$ cat config.mk
export PLATFORM = sky130hd
export DESIGN_NAME = hub75_scanout
export DESIGN_NICKNAME = d
export VERILOG_FILES = /design/src/rtl/hub75_pkg.sv /design/src/rtl/hub75_scanout.sv
export SDC_FILE = /design/constraint.sdc
export NUM_CORES = 1
export LEC_CHECK = 0
export CAP_MARGIN = 40
export CELL_PAD_IN_SITES_DETAIL_PLACEMENT = 2
export CELL_PAD_IN_SITES_GLOBAL_PLACEMENT = 2
export CORE_MARGIN = 5
export CORE_UTILIZATION = 29
export DETAILED_ROUTE_END_ITERATION = 10
export PLACE_DENSITY_LB_ADDON = 0.2
export SLEW_MARGIN = 5
export SYNTH_ARGS = -nofsm -noshare
export SYNTH_HDL_FRONTEND = slang
export SYNTH_SLANG_ARGS = --single-unit
export TNS_END_PERCENT = 1
$ cat constraint.sdc
create_clock -name clk -period 2.4 [get_ports clk]
set_input_delay 0.24 -clock clk [delete_from_list [all_inputs] [get_ports clk]]
set_output_delay 0.24 -clock clk [all_outputs]
set_load 0.05 [all_outputs]
$ cat src/rtl/hub75_pkg.sv
// Shared panel geometry, scan FSM states and the bit-plane select helper
// for the HUB75 scan-out engine.
package hub75_pkg;

   localparam int unsigned PANEL_COLS      = 64;
   localparam int unsigned PANEL_SCAN_ROWS = 16;
   localparam int unsigned MAX_BPP         = 48;

   typedef enum logic [2:0] {
      StIdle,
      StLoad,
      StShift,
      StLatch,
      StDisplay
   } state_e;

   // Returns {R,G,B} bit 'plane' of a {R,G,B} pixel word with cb bits per channel.
   function automatic logic [2:0] plane_rgb(input logic [MAX_BPP-1:0] word,
                                            input int unsigned       cb,
                                            input int unsigned       plane);
      logic [2:0] bits;
      bits[2] = |((word >> (2 * cb + plane)) & MAX_BPP'(1));
      bits[1] = |((word >> (cb + plane)) & MAX_BPP'(1));
      bits[0] = |((word >> plane) & MAX_BPP'(1));
      return bits;
   endfunction

endpackage

$ cat src/rtl/hub75_scanout.sv
// HUB75 scan-out: reads the panel pixel RAM row by row and shifts one bit-plane per pass,
// then latches and lights it for ON_CYCLES<<plane clocks (binary-coded modulation).
module hub75_scanout
   import hub75_pkg::*;
#(
   parameter int unsigned BITS_PER_PIXEL = 12,
   parameter int unsigned ON_CYCLES      = 8
) (
   input  logic                      clk,
   input  logic                      reset_n,
   input  logic                      enable,
   output logic [9:0]                read_addr,
   output logic                      read_en,
   input  logic [BITS_PER_PIXEL-1:0] read_data_top,
   input  logic [BITS_PER_PIXEL-1:0] read_data_bottom,
   output logic                      hub75_r1,
   output logic                      hub75_g1,
   output logic                      hub75_b1,
   output logic                      hub75_r2,
   output logic                      hub75_g2,
   output logic                      hub75_b2,
   output logic                      hub75_clk,
   output logic                      hub75_lat,
   output logic                      hub75_oe_n,
   output logic [3:0]                hub75_addr,
   output logic                      frame_done
);

   localparam int unsigned CB     = BITS_PER_PIXEL / 3;
   localparam int unsigned PW     = (CB > 1) ? $clog2(CB) : 1;
   localparam int unsigned ON_MAX = ON_CYCLES << (CB - 1);
   localparam int unsigned OW     = $clog2(ON_MAX + 1);

   localparam logic [5:0]    LAST_COL   = 6'(PANEL_COLS - 1);
   localparam logic [3:0]    LAST_ROW   = 4'(PANEL_SCAN_ROWS - 1);
   localparam logic [PW-1:0] LAST_PLANE = PW'(CB - 1);

   state_e        state_q, state_d;
   logic [3:0]    row_q, row_d;
   logic [PW-1:0] plane_q, plane_d;
   logic [5:0]    col_q, col_d;
   logic          phase_q, phase_d;
   logic [OW-1:0] on_cnt_q, on_cnt_d;
   logic [OW-1:0] on_last;

   // Every panel/RAM output is registered; *_d is what it holds in the next state.
   logic [9:0] raddr_q, raddr_d;
   logic       ren_q, ren_d;
   logic [5:0] rgb_q, rgb_d;
   logic       hclk_q, hclk_d;
   logic       lat_q, lat_d;
   logic       oe_n_q, oe_n_d;
   logic [3:0] haddr_q, haddr_d;
   logic       fd_q, fd_d;

   assign on_last = (OW'(ON_CYCLES) << plane_q) - OW'(1);

   always_comb begin
      state_d  = state_q;
      row_d    = row_q;
      plane_d  = plane_q;
      col_d    = col_q;
      phase_d  = phase_q;
      on_cnt_d = on_cnt_q;
      raddr_d  = raddr_q;
      ren_d    = ren_q;
      rgb_d    = rgb_q;
      hclk_d   = hclk_q;
      lat_d    = lat_q;
      oe_n_d   = oe_n_q;
      haddr_d  = haddr_q;
      fd_d     = 1'b0;

      unique case (state_q)
         StIdle: begin
            if (enable) begin
               state_d = StLoad;
            end
         end
         StLoad: begin
            state_d = StShift;
            col_d   = '0;
            phase_d = 1'b0;
         end
         StShift: begin
            if (!phase_q) begin
               // Data for col_q was addressed two edges ago; prefetch the next column.
               phase_d = 1'b1;
               hclk_d  = 1'b1;
               rgb_d   = {plane_rgb(MAX_BPP'(read_data_top), CB, 32'(plane_q)),
                          plane_rgb(MAX_BPP'(read_data_bottom), CB, 32'(plane_q))};
               raddr_d = {row_q, col_q + 6'd1};
            end else begin
               phase_d = 1'b0;
               hclk_d  = 1'b0;
               if (col_q == LAST_COL) begin
                  col_d   = '0;
                  state_d = StLatch;
                  lat_d   = 1'b1;
                  oe_n_d  = 1'b1;
                  ren_d   = 1'b0;
                  haddr_d = row_q;
               end else begin
                  col_d = col_q + 6'd1;
               end
            end
         end
         StLatch: begin
            state_d  = StDisplay;
            lat_d    = 1'b0;
            oe_n_d   = 1'b0;
            on_cnt_d = '0;
         end
         StDisplay: begin
            if (on_cnt_q == on_last) begin
               oe_n_d = 1'b1;
               if (plane_q == LAST_PLANE) begin
                  plane_d = '0;
                  row_d   = row_q + 4'd1;
                  if (row_q == LAST_ROW) begin
                     fd_d    = 1'b1;
                     state_d = enable ? StLoad : StIdle;
                  end else begin
                     state_d = StLoad;
                  end
               end else begin
                  plane_d = plane_q + PW'(1);
                  state_d = StLoad;
               end
            end else begin
               on_cnt_d = on_cnt_q + OW'(1);
            end
         end
         default: state_d = StIdle;
      endcase

      // Entering LOAD always addresses column 0 of the (possibly just advanced) row.
      if (state_d == StLoad) begin
         raddr_d = {row_d, 6'd0};
         ren_d   = 1'b1;
         hclk_d  = 1'b0;
      end
   end

   always_ff @(posedge clk or negedge reset_n) begin
      if (!reset_n) begin
         state_q  <= StIdle;
         row_q    <= '0;
         plane_q  <= '0;
         col_q    <= '0;
         phase_q  <= 1'b0;
         on_cnt_q <= '0;
         raddr_q  <= '0;
         ren_q    <= 1'b0;
         rgb_q    <= '0;
         hclk_q   <= 1'b0;
         lat_q    <= 1'b0;
         oe_n_q   <= 1'b1;
         haddr_q  <= '0;
         fd_q     <= 1'b0;
      end else begin
         state_q  <= state_d;
         row_q    <= row_d;
         plane_q  <= plane_d;
         col_q    <= col_d;
         phase_q  <= phase_d;
         on_cnt_q <= on_cnt_d;
         raddr_q  <= raddr_d;
         ren_q    <= ren_d;
         rgb_q    <= rgb_d;
         hclk_q   <= hclk_d;
         lat_q    <= lat_d;
         oe_n_q   <= oe_n_d;
         haddr_q  <= haddr_d;
         fd_q     <= fd_d;
      end
   end

   assign read_addr  = raddr_q;
   assign read_en    = ren_q;
   assign hub75_r1   = rgb_q[5];
   assign hub75_g1   = rgb_q[4];
   assign hub75_b1   = rgb_q[3];
   assign hub75_r2   = rgb_q[2];
   assign hub75_g2   = rgb_q[1];
   assign hub75_b2   = rgb_q[0];
   assign hub75_clk  = hclk_q;
   assign hub75_lat  = lat_q;
   assign hub75_oe_n = oe_n_q;
   assign hub75_addr = haddr_q;
   assign frame_done = fd_q;

endmodule

==> flow_results.xml, run 1 <==
<?xml version="1.0" encoding="UTF-8"?>
<metrics>
  <group name="power_and_ir_drop">
    <metric name="share_comb_of_total_power" unit="%">7.2</metric>
    <metric name="clkPwrFrac" unit="%">36.1</metric>
    <metric name="peakVddDrop" unit="mV">0.173</metric>
    <metric name="power_density_normalized_to_cell_area" unit="nW/µm²">423</metric>
    <metric name="power.share.switching" unit="%">23.1</metric>
    <metric name="leakage_power_summed_over_all_cells" unit="nW">1.49</metric>
    <metric name="power_frac_seq" unit="%">56.7</metric>
    <metric name="cell_internal_pwr" unit="mW">1.11</metric>
    <metric name="p_sw" unit="mW">0.333</metric>
    <metric name="p_total" unit="mW">1.44</metric>
  </group>
  <group name="logic_synthesis">
    <metric name="ys_seq_elements" unit="">48</metric>
    <metric name="ys_async_sr_fraction" unit="%">100</metric>
    <metric name="yosysSeqAreaShare" unit="%">46.8</metric>
    <metric name="synth_area_per_cell" unit="µm²">10.3</metric>
    <metric name="netlist_area" unit="µm²">2570</metric>
    <metric name="ys.flop_type" unit="">sky130_fd_sc_hd__dfrtp_1</metric>
    <metric name="synth-edff-count" unit="">0</metric>
    <metric name="postSynthCellCount" unit="">249</metric>
    <metric name="synth.distinct_cells" unit="">46</metric>
    <metric name="yosys_warnings" unit="">0</metric>
    <metric name="syn-num-nets" unit="">283</metric>
  </group>
  <group name="critical_path">
    <metric name="path_buf_inv" unit="">0</metric>
    <metric name="cp_cell_sequence" unit="">ha_1, xnor2_1, mux2_4, or4_4, nand4b_1, o211a_1</metric>
    <metric name="cp_max_fo" unit="">9</metric>
    <metric name="crit_family" unit="">simple AND/OR/NAND/NOR gates</metric>
    <metric name="arrival_time_of_data_at_the_critical_path_endpoint" unit="ns">2.43</metric>
    <metric name="critical_path.endpoint_type" unit="">flip-flop</metric>
    <metric name="critical_path_required" unit="ns">2.60</metric>
    <metric name="cpMaxStageDelayCell" unit="">sky130_fd_sc_hd__dfrtp_1</metric>
    <metric name="rr_startpoint" unit="">plane_q[0]</metric>
    <metric name="rrSetupSlack" unit="ns">0.17</metric>
    <metric name="critPathLaunchType" unit="">flip-flop</metric>
    <metric name="crit-reg2reg-capture" unit="">read_addr[8]</metric>
    <metric name="setup.worst_path.class" unit="">reg2reg</metric>
    <metric name="crit_path_max_incr_delay" unit="ns">0.45</metric>
    <metric name="rr_worst_depth" unit="">6</metric>
  </group>
  <group name="clocking">
    <metric name="tritoncts.num_buffers" unit="">5</metric>
    <metric name="cts.sink_count" unit="">48</metric>
    <metric name="max-clock-path-buffers" unit="">2</metric>
    <metric name="clkTransAtPathRegs" unit="ns">0.09</metric>
    <metric name="cts_repair_resize_count" unit="">0</metric>
    <metric name="insertion_delay" unit="ns">0.31</metric>
    <metric name="cts.root.buffer_cell" unit="">sky130_fd_sc_hd__clkbuf_8</metric>
    <metric name="h-tree-depth" unit="">2</metric>
    <metric name="cts_tree" unit="">yes</metric>
  </group>
  <group name="sta">
    <metric name="timing.hold.ws" unit="ns">0.363</metric>
    <metric name="final-hold-violation-count" unit="">0</metric>
    <metric name="finalWorstPathRequiredPeriod" unit="ns">2.23</metric>
    <metric name="fin_tns_setup" unit="ns">0</metric>
    <metric name="maxSlewViolCount" unit="">0</metric>
    <metric name="final.period_utilization" unit="%">93.0</metric>
    <metric name="fmax" unit="MHz">448</metric>
    <metric name="rsz0062_at_grt" unit="">false</metric>
    <metric name="tightestPinTransition" unit="ns">0.607</metric>
    <metric name="finalSetupViolations" unit="">0</metric>
    <metric name="max_slew_margin" unit="%">59.3</metric>
    <metric name="fin_skew" unit="ns">0.00666</metric>
  </group>
  <group name="placement">
    <metric name="numPortBuffers" unit="">51</metric>
    <metric name="detailed_place_hpwl" unit="µm">5540</metric>
    <metric name="globalplace.congestion" unit="">0.767</metric>
  </group>
  <group name="die">
    <metric name="die-width" unit="µm">104</metric>
    <metric name="fp.dieH" unit="µm">104</metric>
    <metric name="placement_rows" unit="">34</metric>
    <metric name="i_o_pins" unit="">52</metric>
    <metric name="fp.dieArea" unit="µm²">10800</metric>
    <metric name="coreArea" unit="µm²">8680</metric>
    <metric name="floorplan.initialDensity" unit="%">29.6</metric>
  </group>
  <group name="finish">
    <metric name="mostFrequentLayoutCell" unit="">sky130_fd_sc_hd__clkdlybuf4s50_1</metric>
    <metric name="synthesis_to_layout_area_growth" unit="%">32.4</metric>
    <metric name="layout.nets" unit="">353</metric>
    <metric name="layout_cell_share_with_drive_strength_beyond_1" unit="%">15.6</metric>
    <metric name="antenna-diode-count" unit="">0</metric>
    <metric name="fin_util" unit="%">39.2</metric>
    <metric name="layout.cells.most_common_list" unit="">50 x sky130_fd_sc_hd__clkdlybuf4s50_1, 47 x sky130_fd_sc_hd__dfrtp_1, 34 x sky130_fd_sc_hd__nand2_1, 20 x sky130_fd_sc_hd__nor2_1, 20 x sky130_fd_sc_hd__buf_4</metric>
  </group>
  <group name="grt">
    <metric name="grt_util_met1" unit="%">16.5</metric>
    <metric name="grt_remaining_overflow" unit="">0</metric>
    <metric name="grt_start_max_net_pins" unit="">22</metric>
    <metric name="global_route_wire_length_before_repair" unit="µm">12200</metric>
    <metric name="groute.layer.met3.usage" unit="%">3.41</metric>
    <metric name="grt.total_usage" unit="%">13.8</metric>
    <metric name="grt_util_met2" unit="%">24.1</metric>
    <metric name="grt_antenna_before_repair" unit="">0</metric>
    <metric name="top_usage_layer" unit="">met2</metric>
    <metric name="via_count_of_the_first_global_routing_pass" unit="">2408</metric>
  </group>
  <group name="run_status">
    <metric name="run_status" unit="">finished, final reports clean</metric>
  </group>
  <group name="hold_path">
    <metric name="worst_hold_path_type" unit="">in2async</metric>
  </group>
  <group name="route">
    <metric name="route.detailed.wl_per_inst" unit="µm">16.4</metric>
    <metric name="drt-vias-per-instance" unit="">4.98</metric>
    <metric name="drtPass1Iterations" unit="">6</metric>
    <metric name="vias" unit="">2132</metric>
    <metric name="drcViolationCount" unit="">0</metric>
    <metric name="drtAntennaViolNets" unit="">0</metric>
    <metric name="drt_wl_total" unit="µm">7030</metric>
    <metric name="iter_0_drt_violations" unit="">65</metric>
  </group>
  <group name="job">
    <metric name="cap_viol_max_count" unit="">0</metric>
  </group>
</metrics>
-- power groups by stage --
| stage | clock (mW) | sequential [mW] | combinational, mW |
|---|---|---|---|
| 3_5_place_dp | 0 | 0.832 | 0.105 |
| 3_3_place_gp | 0 | 0.832 | 0.103 |
| 2_1_floorplan | 0 | 0.850 | 0.0122 |
| 5_1_grt | 0.566 | 0.817 | 0.112 |
| 6_report | 0.519 | 0.816 | 0.103 |
| 4_1_cts | 0.538 | 0.816 | 0.107 |
-- flip-flops by register name (all words and copies together), names as in the netlist --
register,flops
read_addr,10
read_en,1
hub75_oe_n,1
row_q,4
plane_q,2
state_q,3
frame_done,1
col_q,6
hub75_lat,1
on_cnt_q,7
rgb_q,6
hub75_addr,4
phase_q,1
hub75_clk,1
-- worst max-delay path by stage --
stage,start,endpoint,slack [ns],depth (start not counted)
floorplan,plane_q[1],read_addr[8],0.05,8
global placement,plane_q[0],read_addr[8],0.25,6
detailed placement,plane_q[0],read_addr[8],0.18,6
CTS,plane_q[0],read_addr[8],0.16,6
global route,plane_q[0],read_addr[7],0.03,7
finish,plane_q[0],read_addr[8],0.17,6
-- final cells by class --
| cell class | count | area, µm² |
|---|---|---|
| well taps | 108 | 135 |
| clock buffers | 8 | 90.1 |
| repair buffers | 72 | 666 |
| inverters | 11 | 41.3 |
| flip-flops and latches | 48 | 1200 |
| multi-input cells | 181 | 1270 |
| fillers | 971 | 5280 |
-- per-layer routing --
metal,vias to the layer above,wire (µm),share of wire [%]
met2,45,3510,50
li1,1021,-,-
met1,1055,3100,44
met5,-,0,0
met4,0,131,1.9
met3,11,289,4.1
-- cell families after synthesis --
group | share of synthesized area, %
adders and majority gates | 3.41
AOI/OAI and AO/OA | 12.4
muxes | 11.1
and+or+nand+nor | 17.1
buffers and inverters | 4.09
DFF | 46.8
xor gates and xnor gates | 5.06
-- synthesized netlist by cell type (2+ instances only) --
cell type | count | area share (%)
sky130_fd_sc_hd__or3_1 | 2 | 0.49
sky130_fd_sc_hd__and2_1 | 2 | 0.49
sky130_fd_sc_hd__nor2b_1 | 2 | 0.49
sky130_fd_sc_hd__o21a_1 | 2 | 0.58
sky130_fd_sc_hd__clkbuf_1 | 6 | 0.88
sky130_fd_sc_hd__mux2_2 | 9 | 3.9
sky130_fd_sc_hd__mux2_4 | 2 | 1.2
sky130_fd_sc_hd__a31oi_1 | 2 | 0.49
sky130_fd_sc_hd__o21ai_0 | 16 | 3.1
sky130_fd_sc_hd__xnor2_1 | 7 | 2.4
sky130_fd_sc_hd__nor3_1 | 4 | 0.78
sky130_fd_sc_hd__a211o_1 | 2 | 0.68
sky130_fd_sc_hd__xor2_1 | 6 | 2.0
sky130_fd_sc_hd__nand2_1 | 34 | 5.0
sky130_fd_sc_hd__ha_1 | 7 | 3.4
sky130_fd_sc_hd__inv_1 | 11 | 1.6
sky130_fd_sc_hd__o2111ai_1 | 4 | 1.4
sky130_fd_sc_hd__nand2b_1 | 2 | 0.49
sky130_fd_sc_hd__nor2_1 | 20 | 2.9
sky130_fd_sc_hd__a21oi_1 | 9 | 1.8
sky130_fd_sc_hd__clkbuf_8 | 3 | 1.6
sky130_fd_sc_hd__nand3_1 | 10 | 1.9
sky130_fd_sc_hd__nand4b_1 | 3 | 1.0
sky130_fd_sc_hd__dfrtp_1 | 47 | 46
sky130_fd_sc_hd__o22ai_1 | 2 | 0.49
sky130_fd_sc_hd__mux2i_1 | 2 | 0.78
sky130_fd_sc_hd__mux4_2 | 6 | 5.3
sky130_fd_sc_hd__o31ai_1 | 2 | 0.58
sky130_fd_sc_hd__and3_1 | 3 | 0.73
sky130_fd_sc_hd__nand4_1 | 2 | 0.49
sky130_fd_sc_hd__a211oi_1 | 5 | 1.5
-- per-stage QoR --
step                      area (µm²)  setup WS (ns)  std cells
after CTS                       3400          0.161        428
after detailed placement        3300          0.180        419
after global placement          3300          0.246        419
after global routing            3400         0.0298        428
final                           3400          0.169        428
after floorplan                 2570         0.0487        249
-- what timing repair did --
action | 4_1_cts | 5_1_grt
hold endpoints to repair | 13 | 0
hold buffers | 1 | 0
buffers inserted | 0 | 0
(Power assumes the default switching activity.)
==> run 2, diff against run 1 <==
--- a/config.mk
+++ b/config.mk
@@ -5,13 +5,13 @@
 export SDC_FILE = /design/constraint.sdc
 export NUM_CORES = 1
 export LEC_CHECK = 0
-export CAP_MARGIN = 40
+export CAP_MARGIN = 10
 export CELL_PAD_IN_SITES_DETAIL_PLACEMENT = 2
 export CELL_PAD_IN_SITES_GLOBAL_PLACEMENT = 2
 export CORE_MARGIN = 5
 export CORE_UTILIZATION = 29
 export DETAILED_ROUTE_END_ITERATION = 10
-export PLACE_DENSITY_LB_ADDON = 0.2
+export PLACE_DENSITY_LB_ADDON = 0.1
 export SLEW_MARGIN = 5
 export SYNTH_ARGS = -nofsm -noshare
 export SYNTH_HDL_FRONTEND = slang
==> run 2 against run 1 <==
First-iteration DRC count is 48% lower. Critical path depth is the same. Via count grew 1.5%. Utilization about the same. Sequential power barely moved. Wire length up 4.3%. Register-to-register slack is essentially flat. Critical endpoint is now read_addr[7]. Highest routed layer unchanged.
==> flow_results.xml, run 2 (synthesis gave the netlist of run 1 again) <==
<?xml version="1.0" encoding="UTF-8"?>
<metrics>
  <group name="run_status">
    <metric name="run_status" unit="">finished, final reports clean</metric>
  </group>
  <group name="grt">
    <metric name="global_route_wire_length_before_repair" unit="µm">12400</metric>
    <metric name="grt_antenna_before_repair" unit="">0</metric>
    <metric name="grt.total_usage" unit="%">13.8</metric>
    <metric name="grt_remaining_overflow" unit="">0</metric>
    <metric name="via_count_of_the_first_global_routing_pass" unit="">2422</metric>
    <metric name="grt_start_max_net_pins" unit="">18</metric>
  </group>
  <group name="critical_path">
    <metric name="critical_path.endpoint_type" unit="">flip-flop</metric>
    <metric name="critPathLaunchType" unit="">flip-flop</metric>
    <metric name="rr_startpoint" unit="">plane_q[0]</metric>
    <metric name="cp_cell_sequence" unit="">ha_1, xnor2_1, mux2_4, o21ai_1, a21oi_1, a221o_1</metric>
    <metric name="arrival_time_of_data_at_the_critical_path_endpoint" unit="ns">2.44</metric>
    <metric name="setup.worst_path.class" unit="">reg2reg</metric>
    <metric name="cpMaxStageDelayCell" unit="">sky130_fd_sc_hd__dfrtp_1</metric>
    <metric name="crit_family" unit="">compound AO/OA/AOI/OAI gates</metric>
    <metric name="critical_path_required" unit="ns">2.60</metric>
    <metric name="crit_path_max_incr_delay" unit="ns">0.46</metric>
    <metric name="critical_path_depth" unit="">6</metric>
    <metric name="timing.critical_path.from" unit="">plane_q[0]</metric>
    <metric name="cp_max_fo" unit="">9</metric>
    <metric name="path_buf_inv" unit="">0</metric>
    <metric name="rr_worst_depth" unit="">6</metric>
  </group>
  <group name="placement">
    <metric name="detailed_place_hpwl" unit="µm">5800</metric>
    <metric name="placed_cells_incl_taps" unit="">416</metric>
    <metric name="globalplace.congestion" unit="">0.792</metric>
    <metric name="numPortBuffers" unit="">51</metric>
    <metric name="place_worst_setup_slack" unit="ns">0.0684</metric>
  </group>
  <group name="route">
    <metric name="iter_0_drt_violations" unit="">34</metric>
    <metric name="drtPass1Iterations" unit="">4</metric>
    <metric name="vias" unit="">2164</metric>
    <metric name="drt_wl_total" unit="µm">7330</metric>
    <metric name="drcViolationCount" unit="">0</metric>
    <metric name="drtAntennaViolNets" unit="">0</metric>
    <metric name="drt-vias-per-instance" unit="">5.09</metric>
    <metric name="route.detailed.wl_per_inst" unit="µm">17.3</metric>
  </group>
  <group name="finish">
    <metric name="layout_cell_share_with_drive_strength_beyond_1" unit="%">15.5</metric>
    <metric name="synthesis_to_layout_area_growth" unit="%">32.3</metric>
    <metric name="register_area" unit="µm²">1200</metric>
    <metric name="layout.nets" unit="">350</metric>
    <metric name="fill_cells" unit="">974</metric>
    <metric name="mostFrequentLayoutCell" unit="">sky130_fd_sc_hd__clkdlybuf4s50_1</metric>
    <metric name="layout.cells.most_common_list" unit="">50 x sky130_fd_sc_hd__clkdlybuf4s50_1, 47 x sky130_fd_sc_hd__dfrtp_1, 34 x sky130_fd_sc_hd__nand2_1, 19 x sky130_fd_sc_hd__nor2_1, 17 x sky130_fd_sc_hd__buf_4</metric>
    <metric name="fin_util" unit="%">39.2</metric>
    <metric name="largest_register_ffs" unit="">10</metric>
    <metric name="antenna-diode-count" unit="">0</metric>
    <metric name="layout.cells.non_filler" unit="">425</metric>
    <metric name="multi_input_comb_area" unit="µm²">1270</metric>
  </group>
  <group name="sta">
    <metric name="finalWorstPathRequiredPeriod" unit="ns">2.24</metric>
    <metric name="fin_tns_setup" unit="ns">0</metric>
    <metric name="timing.hold.ws" unit="ns">0.398</metric>
    <metric name="rsz0062_at_grt" unit="">false</metric>
    <metric name="post-route-worst-setup-slack" unit="ns">0.156</metric>
    <metric name="max_slew_margin" unit="%">63.9</metric>
    <metric name="tightestPinTransition" unit="ns">0.538</metric>
    <metric name="final-hold-violation-count" unit="">0</metric>
    <metric name="finalSetupViolations" unit="">0</metric>
    <metric name="final.period_utilization" unit="%">93.5</metric>
    <metric name="fin_skew" unit="ns">0.0107</metric>
    <metric name="fmax" unit="MHz">446</metric>
    <metric name="maxSlewViolCount" unit="">0</metric>
  </group>
  <group name="power_and_ir_drop">
    <metric name="leakage_power_summed_over_all_cells" unit="nW">1.49</metric>
    <metric name="p_sw" unit="mW">0.342</metric>
    <metric name="cell_internal_pwr" unit="mW">1.18</metric>
    <metric name="power_frac_seq" unit="%">53.6</metric>
    <metric name="power_density_normalized_to_cell_area" unit="nW/µm²">448</metric>
    <metric name="share_comb_of_total_power" unit="%">6.8</metric>
    <metric name="power.share.switching" unit="%">22.5</metric>
    <metric name="clkPwrFrac" unit="%">39.5</metric>
    <metric name="peakVddDrop" unit="mV">0.223</metric>
  </group>
  <group name="clocking">
    <metric name="cts.root.buffer_cell" unit="">sky130_fd_sc_hd__clkbuf_8</metric>
    <metric name="cts_tree" unit="">yes</metric>
    <metric name="insertion_delay" unit="ns">0.31</metric>
    <metric name="cts.repair_timing.setup_buffer_count" unit="">0</metric>
    <metric name="clkTransAtPathRegs" unit="ns">0.09</metric>
    <metric name="h-tree-depth" unit="">2</metric>
    <metric name="tritoncts.num_buffers" unit="">5</metric>
    <metric name="max-clock-path-buffers" unit="">2</metric>
    <metric name="cts.sink_count" unit="">48</metric>
  </group>
  <group name="die">
    <metric name="i_o_pins" unit="">52</metric>
    <metric name="floorplan.initialDensity" unit="%">29.6</metric>
    <metric name="die-width" unit="µm">104</metric>
    <metric name="coreArea" unit="µm²">8680</metric>
    <metric name="placement_rows" unit="">34</metric>
    <metric name="fp.dieH" unit="µm">104</metric>
    <metric name="fp.dieArea" unit="µm²">10800</metric>
  </group>
  <group name="hold_path">
    <metric name="worst_hold_path_type" unit="">in2async</metric>
  </group>
  <group name="job">
    <metric name="cap_viol_max_count" unit="">0</metric>
  </group>
</metrics>
## run 2: cell count changes in the layout (fill, tap and decap cells not counted)
| cell | change |
|---|---|
| sky130_fd_sc_hd__clkbuf_1 | -1 |
| sky130_fd_sc_hd__buf_4 | -3 |
| sky130_fd_sc_hd__clkbuf_8 | -1 |
| sky130_fd_sc_hd__nor2_2 | +1 |
| sky130_fd_sc_hd__bufinv_16 | +1 |
| sky130_fd_sc_hd__clkinv_2 | +1 |
| sky130_fd_sc_hd__nor2_1 | -1 |
## run 2: power groups by stage
stage          Combinational (mW)  Clock (mW)  Sequential [mW]
2_1_floorplan              0.0122           0            0.850
3_3_place_gp                0.104           0            0.832
3_5_place_dp                0.106           0            0.832
4_1_cts                     0.107       0.615            0.816
5_1_grt                     0.113       0.651            0.817
6_report                    0.104       0.601            0.816
## run 2: timing repair
item | CTS | global route
resized for setup | 0 | 1
endpoints found under the hold margin | 15 | 0
hold buffers | 1 | 0
endpoints found under the setup margin | 0 | 7
## run 2: final timing paths
check / slack (ns) / end
worst max-delay path: 0.16 / read_addr[7]
worst min-delay path: 0.40 / row_q[3]
worst max register to register: 0.16 / read_addr[7]
worst min register to register: 0.49 / rgb_q[2]
max in group asynchronous: 1.34 / hub75_oe_n
min in group clk: 0.49 / rgb_q[2]
## run 2: cell type report
class / instances / area share [%]
clock buffer: 6 / 2.13
clock inverter: 2 / 1.03
inverter: 11 / 1.21
multi-input combinational: 181 / 37.4
sequential: 48 / 35.4
tap: 108 / 3.97
timing repair buffer: 69 / 18.9
## run 2: per-layer routing
layer	vias to the layer above	global-route usage [%]	routed length, µm
li1	1014	-	-
met3	7	3.66	307
met1	1101	18.0	3360
met2	42	22.9	3590
met4	0	3.33	74
met5	-	0	0
## run 2: worst register-to-register path, cell delays in order (launching register included)
cell and delay, ns:
sky130_fd_sc_hd__dfrtp_1 0.46, sky130_fd_sc_hd__ha_1 0.25, sky130_fd_sc_hd__xnor2_1 0.27, sky130_fd_sc_hd__mux2_4 0.39, sky130_fd_sc_hd__o21ai_1 0.30, sky130_fd_sc_hd__a21oi_1 0.12
sky130_fd_sc_hd__a221o_1 0.36
## run 2: stage by stage
step	instance area [µm²]	total power, mW
2_1_floorplan	2570	0.863
3_3_place_gp	3280	0.936
3_5_place_dp	3280	0.938
4_1_cts	3400	1.54
5_1_grt	3400	1.58
6_report	3400	1.52
==> run 3, diff against run 2 <==
--- a/config.mk
+++ b/config.mk
@@ -10,7 +10,9 @@
 export CELL_PAD_IN_SITES_GLOBAL_PLACEMENT = 2
 export CORE_MARGIN = 5
 export CORE_UTILIZATION = 29
+export CTS_CLUSTER_SIZE = 8
 export DETAILED_ROUTE_END_ITERATION = 10
+export MAX_ROUTING_LAYER = met4
 export PLACE_DENSITY_LB_ADDON = 0.1
 export SLEW_MARGIN = 5
 export SYNTH_ARGS = -nofsm -noshare
==> run 3 against run 2 <==
Global-route usage rose by 0.40 points. Via count fell by 0.32%. Power barely moved. Combinational power barely moved. Sequential power barely moved. Utilization did not move. Sequential share of layout area did not move. First-iteration DRC count rose by 2.9%. Critical endpoint unchanged. Highest routed layer unchanged.
==> flow_results.xml, run 3 (synthesis gave the netlist of run 1 again) <==
<?xml version="1.0" encoding="UTF-8"?>
<metrics>
  <group name="finish">
    <metric name="synthesis_to_layout_area_growth" unit="%">32.3</metric>
    <metric name="layout_cell_share_with_drive_strength_beyond_1" unit="%">15.5</metric>
    <metric name="largest_register_ffs" unit="">10</metric>
    <metric name="antenna-diode-count" unit="">0</metric>
    <metric name="mostFrequentLayoutCell" unit="">sky130_fd_sc_hd__clkdlybuf4s50_1</metric>
    <metric name="design_area" unit="µm²">3400</metric>
    <metric name="layout.nets" unit="">350</metric>
    <metric name="layout.cells.most_common_list" unit="">50 x sky130_fd_sc_hd__clkdlybuf4s50_1, 47 x sky130_fd_sc_hd__dfrtp_1, 34 x sky130_fd_sc_hd__nand2_1, 19 x sky130_fd_sc_hd__nor2_1, 17 x sky130_fd_sc_hd__buf_4</metric>
  </group>
  <group name="die">
    <metric name="placement_rows" unit="">34</metric>
    <metric name="fp.dieArea" unit="µm²">10800</metric>
    <metric name="coreArea" unit="µm²">8680</metric>
    <metric name="die-width" unit="µm">104</metric>
    <metric name="floorplan.initialDensity" unit="%">29.6</metric>
    <metric name="i_o_pins" unit="">52</metric>
    <metric name="fp.dieH" unit="µm">104</metric>
  </group>
  <group name="power_and_ir_drop">
    <metric name="leakage_power_summed_over_all_cells" unit="nW">1.49</metric>
    <metric name="power_density_normalized_to_cell_area" unit="nW/µm²">447</metric>
    <metric name="peakVddDrop" unit="mV">0.223</metric>
  </group>
  <group name="grt">
    <metric name="grt_antenna_before_repair" unit="">0</metric>
    <metric name="grt_remaining_overflow" unit="">0</metric>
    <metric name="global_route_wire_length_before_repair" unit="µm">12400</metric>
    <metric name="via_count_of_the_first_global_routing_pass" unit="">2423</metric>
    <metric name="grt_start_max_net_pins" unit="">18</metric>
    <metric name="grt.total_usage" unit="%">14.2</metric>
  </group>
  <group name="critical_path">
    <metric name="path_buf_inv" unit="">0</metric>
    <metric name="cpMaxStageDelayCell" unit="">sky130_fd_sc_hd__dfrtp_1</metric>
    <metric name="cp_cell_sequence" unit="">ha_1, xnor2_1, mux2_4, o21ai_1, a21oi_1, a221o_1</metric>
    <metric name="critPathLaunchType" unit="">flip-flop</metric>
    <metric name="critical_path_required" unit="ns">2.59</metric>
    <metric name="critical_path.endpoint_type" unit="">flip-flop</metric>
    <metric name="rrSetupSlack" unit="ns">0.16</metric>
    <metric name="crit_path_max_incr_delay" unit="ns">0.46</metric>
    <metric name="cp_max_fo" unit="">9</metric>
    <metric name="crit_family" unit="">compound AO/OA/AOI/OAI gates</metric>
    <metric name="arrival_time_of_data_at_the_critical_path_endpoint" unit="ns">2.44</metric>
    <metric name="setup.worst_path.class" unit="">reg2reg</metric>
  </group>
  <group name="route">
    <metric name="drtAntennaViolNets" unit="">0</metric>
    <metric name="drtPass1Iterations" unit="">6</metric>
    <metric name="drcViolationCount" unit="">0</metric>
    <metric name="route.detailed.wl_per_inst" unit="µm">17.3</metric>
    <metric name="vias" unit="">2157</metric>
    <metric name="iter_0_drt_violations" unit="">35</metric>
    <metric name="drt_wl_total" unit="µm">7340</metric>
    <metric name="drt-vias-per-instance" unit="">5.08</metric>
  </group>
  <group name="sta">
    <metric name="rsz0062_at_grt" unit="">false</metric>
    <metric name="fin_skew" unit="ns">0.0100</metric>
    <metric name="final.period_utilization" unit="%">93.5</metric>
    <metric name="fmax" unit="MHz">446</metric>
    <metric name="finalWorstPathRequiredPeriod" unit="ns">2.24</metric>
    <metric name="max_slew_margin" unit="%">63.5</metric>
    <metric name="final-hold-violation-count" unit="">0</metric>
    <metric name="fin_tns_setup" unit="ns">0</metric>
    <metric name="tightestPinTransition" unit="ns">0.545</metric>
    <metric name="maxSlewViolCount" unit="">0</metric>
    <metric name="finalSetupViolations" unit="">0</metric>
  </group>
  <group name="clocking">
    <metric name="h-tree-depth" unit="">2</metric>
    <metric name="cts.repair_timing.setup_buffer_count" unit="">0</metric>
    <metric name="insertion_delay" unit="ns">0.31</metric>
    <metric name="tritoncts.num_buffers" unit="">5</metric>
    <metric name="cts.root.buffer_cell" unit="">sky130_fd_sc_hd__clkbuf_8</metric>
    <metric name="clkTransAtPathRegs" unit="ns">0.09</metric>
    <metric name="cts.sink_count" unit="">48</metric>
    <metric name="max-clock-path-buffers" unit="">2</metric>
    <metric name="cts_tree" unit="">yes</metric>
  </group>
  <group name="hold_path">
    <metric name="worst_hold_path_type" unit="">in2async</metric>
  </group>
  <group name="run_status">
    <metric name="run_status" unit="">finished, final reports clean</metric>
  </group>
  <group name="placement">
    <metric name="detailed_place_hpwl" unit="µm">5800</metric>
    <metric name="globalplace.congestion" unit="">0.803</metric>
    <metric name="placed_area" unit="µm²">3280</metric>
    <metric name="numPortBuffers" unit="">51</metric>
  </group>
  <group name="job">
    <metric name="cap_viol_max_count" unit="">0</metric>
  </group>
</metrics>
==> run 3: cell counts in the layout (fill, tap and decap cells not counted) <==
Identical to the previous run, type by type.
==> run 3: worst paths after layout <==
kind | from | endpoint | cells after the start
worst max-delay path | plane_q[0] | read_addr[7] | 6
worst min-delay path | reset_n | row_q[3] | 2
worst max register to register | plane_q[0] | read_addr[7] | 6
worst min register to register | rgb_q[5] | rgb_q[5] | 2
max in group asynchronous | reset_n | hub75_oe_n | 3
min in group clk | rgb_q[5] | rgb_q[5] | 2
==> run 3: layer usage <==
| layer | GRT usage, % | wire [µm] | vias to the layer above |
|---|---|---|---|
| met1 | 18.2 | 3430 | 1095 |
| met4 | 3.33 | 70 | 0 |
| met5 | - | 0 | - |
| met3 | 3.23 | 256 | 6 |
| li1 | - | - | 1014 |
| met2 | 23.0 | 3580 | 42 |
==> run 3: worst register-to-register path, delay by kind of cell (launching register included) <==
kind	cells	cell delay, ns
adders and majority gates	1	0.25
DFF	1	0.46
xor gates and xnor gates	1	0.27
muxes	1	0.39
AOI/OAI and AO/OA	3	0.78
==> run 3: what timing repair did <==
action	in CTS	in global routing
setup endpoints to repair	0	7
gates resized for setup	0	1
hold endpoints to repair	15	0
hold buffers	1	0
==> run 3: final cells by class <==
class	instances	area (µm²)
inverters	11	41.3
flip-flops and latches	48	1200
repair buffers	69	643
clock buffers	6	72.6
fillers	974	5280
clock inverters	2	35.0
well taps	108	135
multi-input cells	181	1270
==> run 3: report_power, final <==
part           total (mW)  internal (mW)  switching (mW)
combinational       0.104         0.0562          0.0479
sequential          0.816          0.813         0.00275
clock               0.600          0.310           0.290
total                1.52           1.18           0.341
==> run 3: per-stage QoR <==
step	hold WS (ns)	utilization (%)	std cells	worst slack, ns	power (mW)
finish	0.397	39.2	425	0.157	1.52
global route	0.435	39.2	425	0.0371	1.58
CTS	0.411	39.1	425	0.0683	1.54
detailed placement	0.209	37.8	416	0.0684	0.938
global placement	0.193	37.8	416	0.216	0.936
floorplan	-0.0556	-	249	0.0487	0.863
